## src/rtl/mem_access_ctrl.sv

```systemverilog
// Stalling load/store controller between the pipeline MEM stage and a request/ack memory.
// Optional watchdog on stuck accesses: define MEM_TIMEOUT_EN to add the counter and timeout_o.
module mem_access_ctrl (
    input  logic        clk_i,
    input  logic        rst_i,
    input  logic        MemRead_i,
    input  logic        MemWrite_i,
    input  logic [31:0] addr_i,
    input  logic [31:0] wdata_i,
    output logic [31:0] ReadData_o,
    output logic        pcEnable_o,
    output logic        misalign_o,
    output logic        mem_req_o,
    output logic        mem_we_o,
    output logic [31:0] mem_addr_o,
    output logic [31:0] mem_wdata_o,
    input  logic        mem_ack_i,
    input  logic [31:0] mem_rdata_i
`ifdef MEM_TIMEOUT_EN
    ,
    output logic        timeout_o
`endif
);

    typedef enum logic [1:0] {
        S_IDLE,
        S_WAIT,
        S_DONE
    } state_t;

    state_t      state_q;
    state_t      state_d;
    logic [31:0] addr_q;
    logic [31:0] wdata_q;
    logic        we_q;
    logic        any_req;
    logic        aligned;
    logic        access;
    logic        timeout_expire;

    assign any_req = MemRead_i | MemWrite_i;
    assign aligned = (addr_i[1:0] == 2'b00);
    assign access  = (state_q == S_IDLE) && any_req && aligned;

    // Bus outputs are decoded from the async-reset state so reset drops the request at once
    assign mem_req_o   = (state_q == S_WAIT);
    assign mem_we_o    = (state_q == S_WAIT) && we_q;
    assign mem_addr_o  = addr_q;
    assign mem_wdata_o = wdata_q;
    assign misalign_o  = !rst_i && (state_q == S_IDLE) && any_req && !aligned;

`ifdef MEM_TIMEOUT_EN
    logic [7:0] wait_cnt_q;
    logic       timeout_q;

    // The 255th consecutive WAIT cycle without ack is the one seen with a count of 254
    assign timeout_expire = (state_q == S_WAIT) && !mem_ack_i && (wait_cnt_q == 8'd254);
    assign timeout_o      = timeout_q;

    always_ff @(posedge clk_i or posedge rst_i) begin
        if (rst_i) begin
            wait_cnt_q <= 8'd0;
            timeout_q  <= 1'b0;
        end else begin
            if (access) begin
                wait_cnt_q <= 8'd0;
            end else if ((state_q == S_WAIT) && !mem_ack_i) begin
                wait_cnt_q <= wait_cnt_q + 8'd1;
            end
            if (timeout_expire) begin
                timeout_q <= 1'b1;
            end
        end
    end
`else
    assign timeout_expire = 1'b0;
`endif

    always_ff @(posedge clk_i or posedge rst_i) begin
        if (rst_i) begin
            state_q    <= S_IDLE;
            addr_q     <= 32'd0;
            wdata_q    <= 32'd0;
            we_q       <= 1'b0;
            ReadData_o <= 32'd0;
        end else begin
            state_q <= state_d;
            // A simultaneous read+write request is handled as a write
            if (access) begin
                addr_q  <= addr_i;
                wdata_q <= wdata_i;
                we_q    <= MemWrite_i;
            end
            if ((state_q == S_WAIT) && mem_ack_i && !we_q) begin
                ReadData_o <= mem_rdata_i;
            end else if (timeout_expire && !we_q) begin
                ReadData_o <= 32'hDEADBEEF;
            end
        end
    end

    always_comb begin
        state_d    = state_q;
        pcEnable_o = 1'b1;
        case (state_q)
            S_IDLE: begin
                if (access) begin
                    state_d    = S_WAIT;
                    pcEnable_o = 1'b0;
                end
            end
            S_WAIT: begin
                pcEnable_o = 1'b0;
                if (mem_ack_i || timeout_expire) begin
                    state_d = S_DONE;
                end
            end
            S_DONE: begin
                state_d = S_IDLE;
            end
            default: begin
                state_d = S_IDLE;
            end
        endcase
    end

endmodule
```

## config.mk

```make
export PLATFORM = sky130hd
export DESIGN_NAME = mem_access_ctrl
export DESIGN_NICKNAME = d
export VERILOG_FILES = /design/src/rtl/mem_access_ctrl.sv
export SDC_FILE = /design/constraint.sdc
export NUM_CORES = 1
export LEC_CHECK = 0
export CAP_MARGIN = 20
export CORE_UTILIZATION = 35
export DETAILED_ROUTE_END_ITERATION = 7
export GPL_TIMING_DRIVEN = 0
export MAX_ROUTING_LAYER = met4
export PLACE_DENSITY = 0.72
export SLEW_MARGIN = 10
export SYNTH_ARGS = -nofsm -noshare
export SYNTH_HDL_FRONTEND = slang
export SYNTH_SLANG_ARGS = --single-unit
```

## constraint.sdc

```tcl
create_clock -name clk_i -period 6.93 [get_ports clk_i]
set_clock_uncertainty 0.2 [all_clocks]
set_input_delay 1.386 -clock clk_i [delete_from_list [all_inputs] [get_ports clk_i]]
set_output_delay 1.386 -clock clk_i [all_outputs]
set_load 0.005 [all_outputs]
```

==> results of run 1 <==
-- per-stage QoR --
| stage | utilization | cells | hold slack [ns] | power [mW] |
|---|---|---|---|---|
| after detailed placement | 0.564 | 561 | 0.285 | 1.73 |
| after global routing | 0.589 | 577 | 0.319 | 2.29 |
| after floorplan | - | 220 | 0.278 | 1.20 |
| after global placement | 0.562 | 560 | 0.270 | 1.70 |
| final | 0.589 | 577 | 0.301 | 2.17 |
| after CTS | 0.589 | 577 | 0.304 | 2.20 |
-- flip-flops by register name, summed over array words and instances (netlist names) --
register	cells
state_q	2
mem_wdata_o	32
mem_addr_o	32
we_q	1
ReadData_o	32
-- cell usage after synthesis --
master / n / share of area
nor2_2: 2 / 0.0031
mux2_2: 39 / 0.11
nor2b_4: 1 / 0.0034
buf_12: 3 / 0.015
nor3_1: 1 / 0.0013
o21ai_0: 2 / 0.0025
buf_2: 3 / 0.0038
inv_1: 2 / 0.0019
buf_6: 5 / 0.014
mux2_4: 56 / 0.21
and3b_1: 1 / 0.0022
o211ai_2: 1 / 0.0031
dfrtp_1: 99 / 0.62
and2_1: 5 / 0.0078
-- cells by family after synthesis --
logic type / Yosys count / synth area share
and+or+nand+nor: 10 / 0.0179
buffers and inverters: 13 / 0.0348
DFF: 99 / 0.621
AOI/OAI and AO/OA: 3 / 0.00564
muxes: 95 / 0.321
-- per-layer routing --
metal	global-route usage	up-vias	share of wire	wire length, um
met5	-	-	0	0
met2	0.246	122	0.46	4230
met1	0.203	1262	0.45	4120
met3	0.0442	13	0.075	689
met4	0.0608	0	0.014	124
li1	-	1189	-	-
-- cell type report --
| cell class | instances | area share |
|---|---|---|
| clock buffer | 14 | 0.0408 |
| sequential | 99 | 0.383 |
| clock inverter | 2 | 0.00155 |
| inverter | 2 | 0.00155 |
| multi-input combinational | 108 | 0.212 |
| timing repair buffer | 201 | 0.314 |
| tap | 140 | 0.0271 |
| buffer | 11 | 0.0203 |
-- power groups by stage --
stage               Combinational (mW)  Clock (mW)  Sequential, mW
detailed placement               0.832           0           0.894
CTS                              0.838       0.479           0.886
global placement                 0.819           0           0.882
finish                           0.824       0.462           0.884
global route                     0.882       0.501           0.908
floorplan                        0.296           0           0.904
-- worst max-delay path by stage --
stage / startpoint / slack [ns] / to / depth (start not counted)
floorplan: rst_i / 2.75 / ReadData_o[0] / 1
global placement: rst_i / 1.24 / mem_addr_o[2] / 2
detailed placement: MemWrite_i / 2.14 / pcEnable_o / 6
CTS: MemWrite_i / 2.14 / pcEnable_o / 6
global route: MemWrite_i / 2.08 / pcEnable_o / 6
finish: MemWrite_i / 2.17 / pcEnable_o / 6
==> flow_summary.json, run 1 <==
{
  "design.final.nets": 533,
  "final-seq-area_um2": 2480,
  "hold_path_end": "mem_addr_o[1]",
  "layout.cell_area.non_filler_um2": 6470,
  "switching_share": 0.237,
  "crit_family": "buffers and inverters",
  "grt_antenna_before_repair": 0,
  "timing.critical_path.arrival_ns": 3.17,
  "max-slew-margin-rel": 0.583,
  "reg2reg_from": "state_q[1]",
  "synth.net_count": 321,
  "finalMaxSlewViolations": 0,
  "multi_input_area_um2": 1370,
  "die_height_um": 109,
  "reg2regPathDepth": 5,
  "drt_iter0_markers": 50,
  "type_of_the_most_critical_hold_path": "flip-flop to flip-flop",
  "globalRouteTotalUtil": 0.161,
  "final.min_clock_period_ns": 4.76,
  "first_global_vias": 2806,
  "timing.critical_path.to_type": "primary output",
  "cp_num_buf_inv": 4,
  "r2r-end": "mem_addr_o[6]",
  "cts-buffers-inserted": 9,
  "combinational_cell_fraction_of_total_power": 0.380,
  "critical_path.slowest_cell": "clkdlybuf4s50_1",
  "clock_path_buffers": 2,
  "path_cells": "clkdlybuf4s50_1 > o211ai_2 > buf_6 > buf_6 > and2_1 > clkdlybuf4s50_1",
  "cts_tree": "built",
  "postRouteAntennaNets": 0,
  "critical-path-max-stage-delay_ns": 0.51,
  "final_cell_mix": "clkdlybuf4s50_1, dfrtp_1, mux2_4, mux2_2, clkbuf_16",
  "drt-total-wl_um": 9160,
  "setup.reg_to_reg.worst_slack_ns": 5.24,
  "worst_hold_path.num_cells": 1,
  "final.setup.tns_ns": 0,
  "worst_setup_hold_path_clk_slew_ns": 0.06,
  "timing.critical_path.required_ns": 5.34,
  "synth-seq-cells": 99,
  "power.switching_uw": 513,
  "grt_first_pass_wirelength_um": 13800,
  "design.core.area_um2": 11000,
  "pre_cts_ws_ns": 2.14,
  "clock_tree.htree_level_count": 3,
  "routed_via_density": 4.48,
  "final.setup.worst_slack_ns": 2.17,
  "mappedNetlistArea_um2": 3990,
  "outcome": "completed",
  "worstSkewPairLatency_ns": 0.33,
  "avgRoutedWirePerCell_um": 15.9,
  "share_of_post_route_cells_with_drive_strength_above_1": 0.286,
  "max_freq_mhz": 210,
  "crit_fanout": 10,
  "drt_pre_antenna_iters": 3,
  "cts_num_sinks": 99,
  "io_pins": 201,
  "yosysWarnings": 0,
  "worstSetupPathType": "input port to primary output",
  "area_delta_synth_final_pct": 62.2,
  "vdd.ir_drop.worst_mv": 0.209,
  "n_fill_cell": 901,
  "internal_power_mw": 1.66,
  "power.share.sequential": 0.407,
  "maximum_number_of_pins_on_one_net_before_global_route_repair": 52,
  "start_util": 0.363,
  "detailedPlacementHpwl_um": 6890,
  "yosysSeqAreaShare": 0.621,
  "grt.overflow.total": 0,
  "dr_total_vias": 2586,
  "num_antenna_cells": 0,
  "timing.final.setup_violations": 0,
  "post_cts.repair.setup_buffers": 0,
  "cts-root-buf": "clkbuf_16",
  "clock_power_share": 0.213,
  "p_per_area_nw_per_um2": 335,
  "synthCells": 220,
  "die_w_um": 109,
  "dpl-instance-area_um2": 6200,
  "post_cts_hold_buffer_count": 0,
  "max_cap_check_violation_count": 0,
  "power.static_leakage_nw": 2.83,
  "route.detailed.drc": 0,
  "finalHoldViolations": 0,
  "most_common_cell_after_layout_fill_and_taps_aside": "clkdlybuf4s50_1",
  "worst_hold_startpoint": "mem_addr_o[1]",
  "setup_repair_after_global_routing_missed_its_margin": "no",
  "period_share": 0.687,
  "synth_area_per_cell_um2": 18.1,
  "setup.worst_path.start_class": "input port",
  "tightest_slew_ns": 0.625,
  "yosys.cell_types.count": 14,
  "floorplan.die_area_um2": 11800,
  "rows": 38,
  "io_buf_count": 200,
  "finalWeightedCongestion": 0.700,
  "quantity_of_gates_resized_following_cts": 0
}
Note: power is estimated with default switching activity, not from simulation.
==> inputs of run 2 (changes only) <==
Clock period 6.93 ns to 4.95 ns, I/O delays scaled along.
==> results of run 2 <==
The final DEF is identical to that of run 1. Status: completed.
Main changes from that run: setup slack after placement 2.14 ns -> 0.949 ns; setup slack after layout 2.17 ns -> 0.984 ns; register-to-register setup slack 5.24 ns -> 3.26 ns; total power 2.17 mW -> 3.04 mW; worst IR drop on VDD 0.209 mV -> 0.293 mV
==> inputs of run 3 (changes only) <==
Settings changed: PLACE_DENSITY 0.72 to 0.74.
Clock period 4.95 ns to 3.2 ns, I/O delays scaled along.
==> flow_summary.json, run 3 (synthesis gave the netlist of run 1 again) <==
{
  "worstSkewPairLatency_ns": 0.34,
  "share_of_post_route_cells_with_drive_strength_above_1": 0.296,
  "final.min_clock_period_ns": 3.08,
  "dpl-instance-area_um2": 6210,
  "first_global_vias": 2825,
  "routed_via_density": 4.51,
  "power.static_leakage_nw": 2.86,
  "worst_hold_path.num_cells": 1,
  "reg2regPathDepth": 6,
  "outcome": "completed",
  "grt_antenna_before_repair": 0,
  "crit_fanout": 11,
  "timing.critical_path.arrival_ns": 2.24,
  "finalHoldViolations": 0,
  "cts-buffers-inserted": 9,
  "timing.critical_path.required_ns": 2.36,
  "finalWeightedCongestion": 0.678,
  "die_height_um": 109,
  "maximum_number_of_pins_on_one_net_before_global_route_repair": 40,
  "num_antenna_cells": 0,
  "postRouteAntennaNets": 0,
  "start_util": 0.363,
  "clock_path_buffers": 2,
  "cts-root-buf": "clkbuf_16",
  "final_cells": 579,
  "floorplan.die_area_um2": 11800,
  "max_cap_check_violation_count": 0,
  "tightest_slew_ns": 0.606,
  "total_power_mw": 4.87,
  "area_delta_synth_final_pct": 64.0,
  "die_w_um": 109,
  "p_per_area_nw_per_um2": 744,
  "drt-total-wl_um": 9130,
  "grt.overflow.total": 0,
  "io_pins": 201,
  "avgRoutedWirePerCell_um": 15.8,
  "grt_first_pass_wirelength_um": 14100,
  "worst_setup_hold_path_clk_slew_ns": 0.06,
  "clock_tree.htree_level_count": 3,
  "route.detailed.drc": 0,
  "setup.worst_path.start_class": "input port",
  "rows": 38,
  "finalMaxSlewViolations": 0,
  "drt_iter0_markers": 56,
  "timing.final.setup_violations": 0,
  "cts_tree": "built",
  "most_common_cell_after_layout_fill_and_taps_aside": "clkdlybuf4s50_1",
  "type_of_the_most_critical_hold_path": "flip-flop to flip-flop",
  "timing.critical_path.to_type": "primary output",
  "max-slew-margin-rel": 0.595,
  "cts_num_sinks": 99,
  "final_cell_mix": "clkdlybuf4s50_1, dfrtp_1, mux2_4, mux2_2, clkbuf_16",
  "max_freq_mhz": 324,
  "period_share": 0.964,
  "design.final.nets": 535,
  "hold_ws_ns": 0.289,
  "design.core.area_um2": 11000,
  "inst_count_dp": 562,
  "io_buf_count": 200,
  "drt_pre_antenna_iters": 5,
  "worstSetupPathType": "input port to primary output",
  "layout.cell_area.non_filler_um2": 6540,
  "vdd.ir_drop.worst_mv": 0.441,
  "n_fill_cell": 872,
  "final_core_util": 0.596,
  "globalRouteTotalUtil": 0.164,
  "dr_total_vias": 2609,
  "detailedPlacementHpwl_um": 6690
}
==> run 3: cell types whose count changed in the layout (fill, tap and decap cells not counted) <==
cell | before | now
clkinv_2 | 2 | 3
clkinvlp_4 | 0 | 1
buf_4 | 0 | 2
buf_16 | 1 | 0
buf_12 | 3 | 5
bufinv_16 | 0 | 2
buf_6 | 5 | 4
clkbuf_1 | 3 | 0
inv_4 | 1 | 0
==> run 3: layout make-up <==
class | count | area, um^2 | area share
clock inverter | 5 | 75.1 | 0.0115
buffer | 10 | 120 | 0.0184
multi-input combinational | 108 | 1370 | 0.210
clock buffer | 11 | 253 | 0.0386
timing repair buffer | 204 | 2060 | 0.314
tap | 140 | 175 | 0.0268
inverter | 2 | 11.3 | 0.00172
sequential | 99 | 2480 | 0.379
==> run 3: power breakdown <==
part | internal [mW] | total, mW | switching [mW]
logic | 1.34 | 1.77 | 0.438
clock network | 0.723 | 1.17 | 0.449
registers | 1.69 | 1.92 | 0.237
==> run 3: stage by stage <==
stage | setup WS, ns | setup TNS (ns)
floorplan | 1.05 | 0
global placement | -0.0839 | -0.0839
detailed placement | -0.0836 | -0.0836
CTS | 0.00976 | 0
global route | -0.00893 | -0.00893
finish | 0.116 | 0
==> run 3: path summary, 6_finish.rpt <==
| path | startpoint | end | slack, ns |
|---|---|---|---|
| max | MemWrite_i | pcEnable_o | 0.12 |
| min | mem_addr_o[0] | mem_addr_o[0] | 0.29 |
| max reg2reg | state_q[1] | mem_addr_o[8] | 1.32 |
| min reg2reg | mem_addr_o[0] | mem_addr_o[0] | 0.29 |
| max in group asynchronous | rst_i | ReadData_o[12] | 1.65 |
| min in group asynchronous | rst_i | mem_wdata_o[4] | 0.57 |
==> run 3: what timing repair did <==
action / in CTS / in global routing
gates resized for setup: 0 / 0
buffers inserted: 1 / 1
setup endpoints to repair: 1 / 1
pin swaps: 1 / 1
hold buffers: 0 / 0
==> run 3: metal layers <==
metal  up-vias  GRT usage  wire length, um
met2       127      0.242             4200
li1       1195          -                -
met1      1271      0.205             3970
met3        16     0.0472              766
met4         0     0.0820              186
met5         -          -                0
==> run 3: critical path, cell delays in order <==
cell	delay (ns)
clkdlybuf4s50_1	0.45
o211ai_2	0.28
buf_6	0.22
and2_1	0.14
clkdlybuf4s50_1	0.51
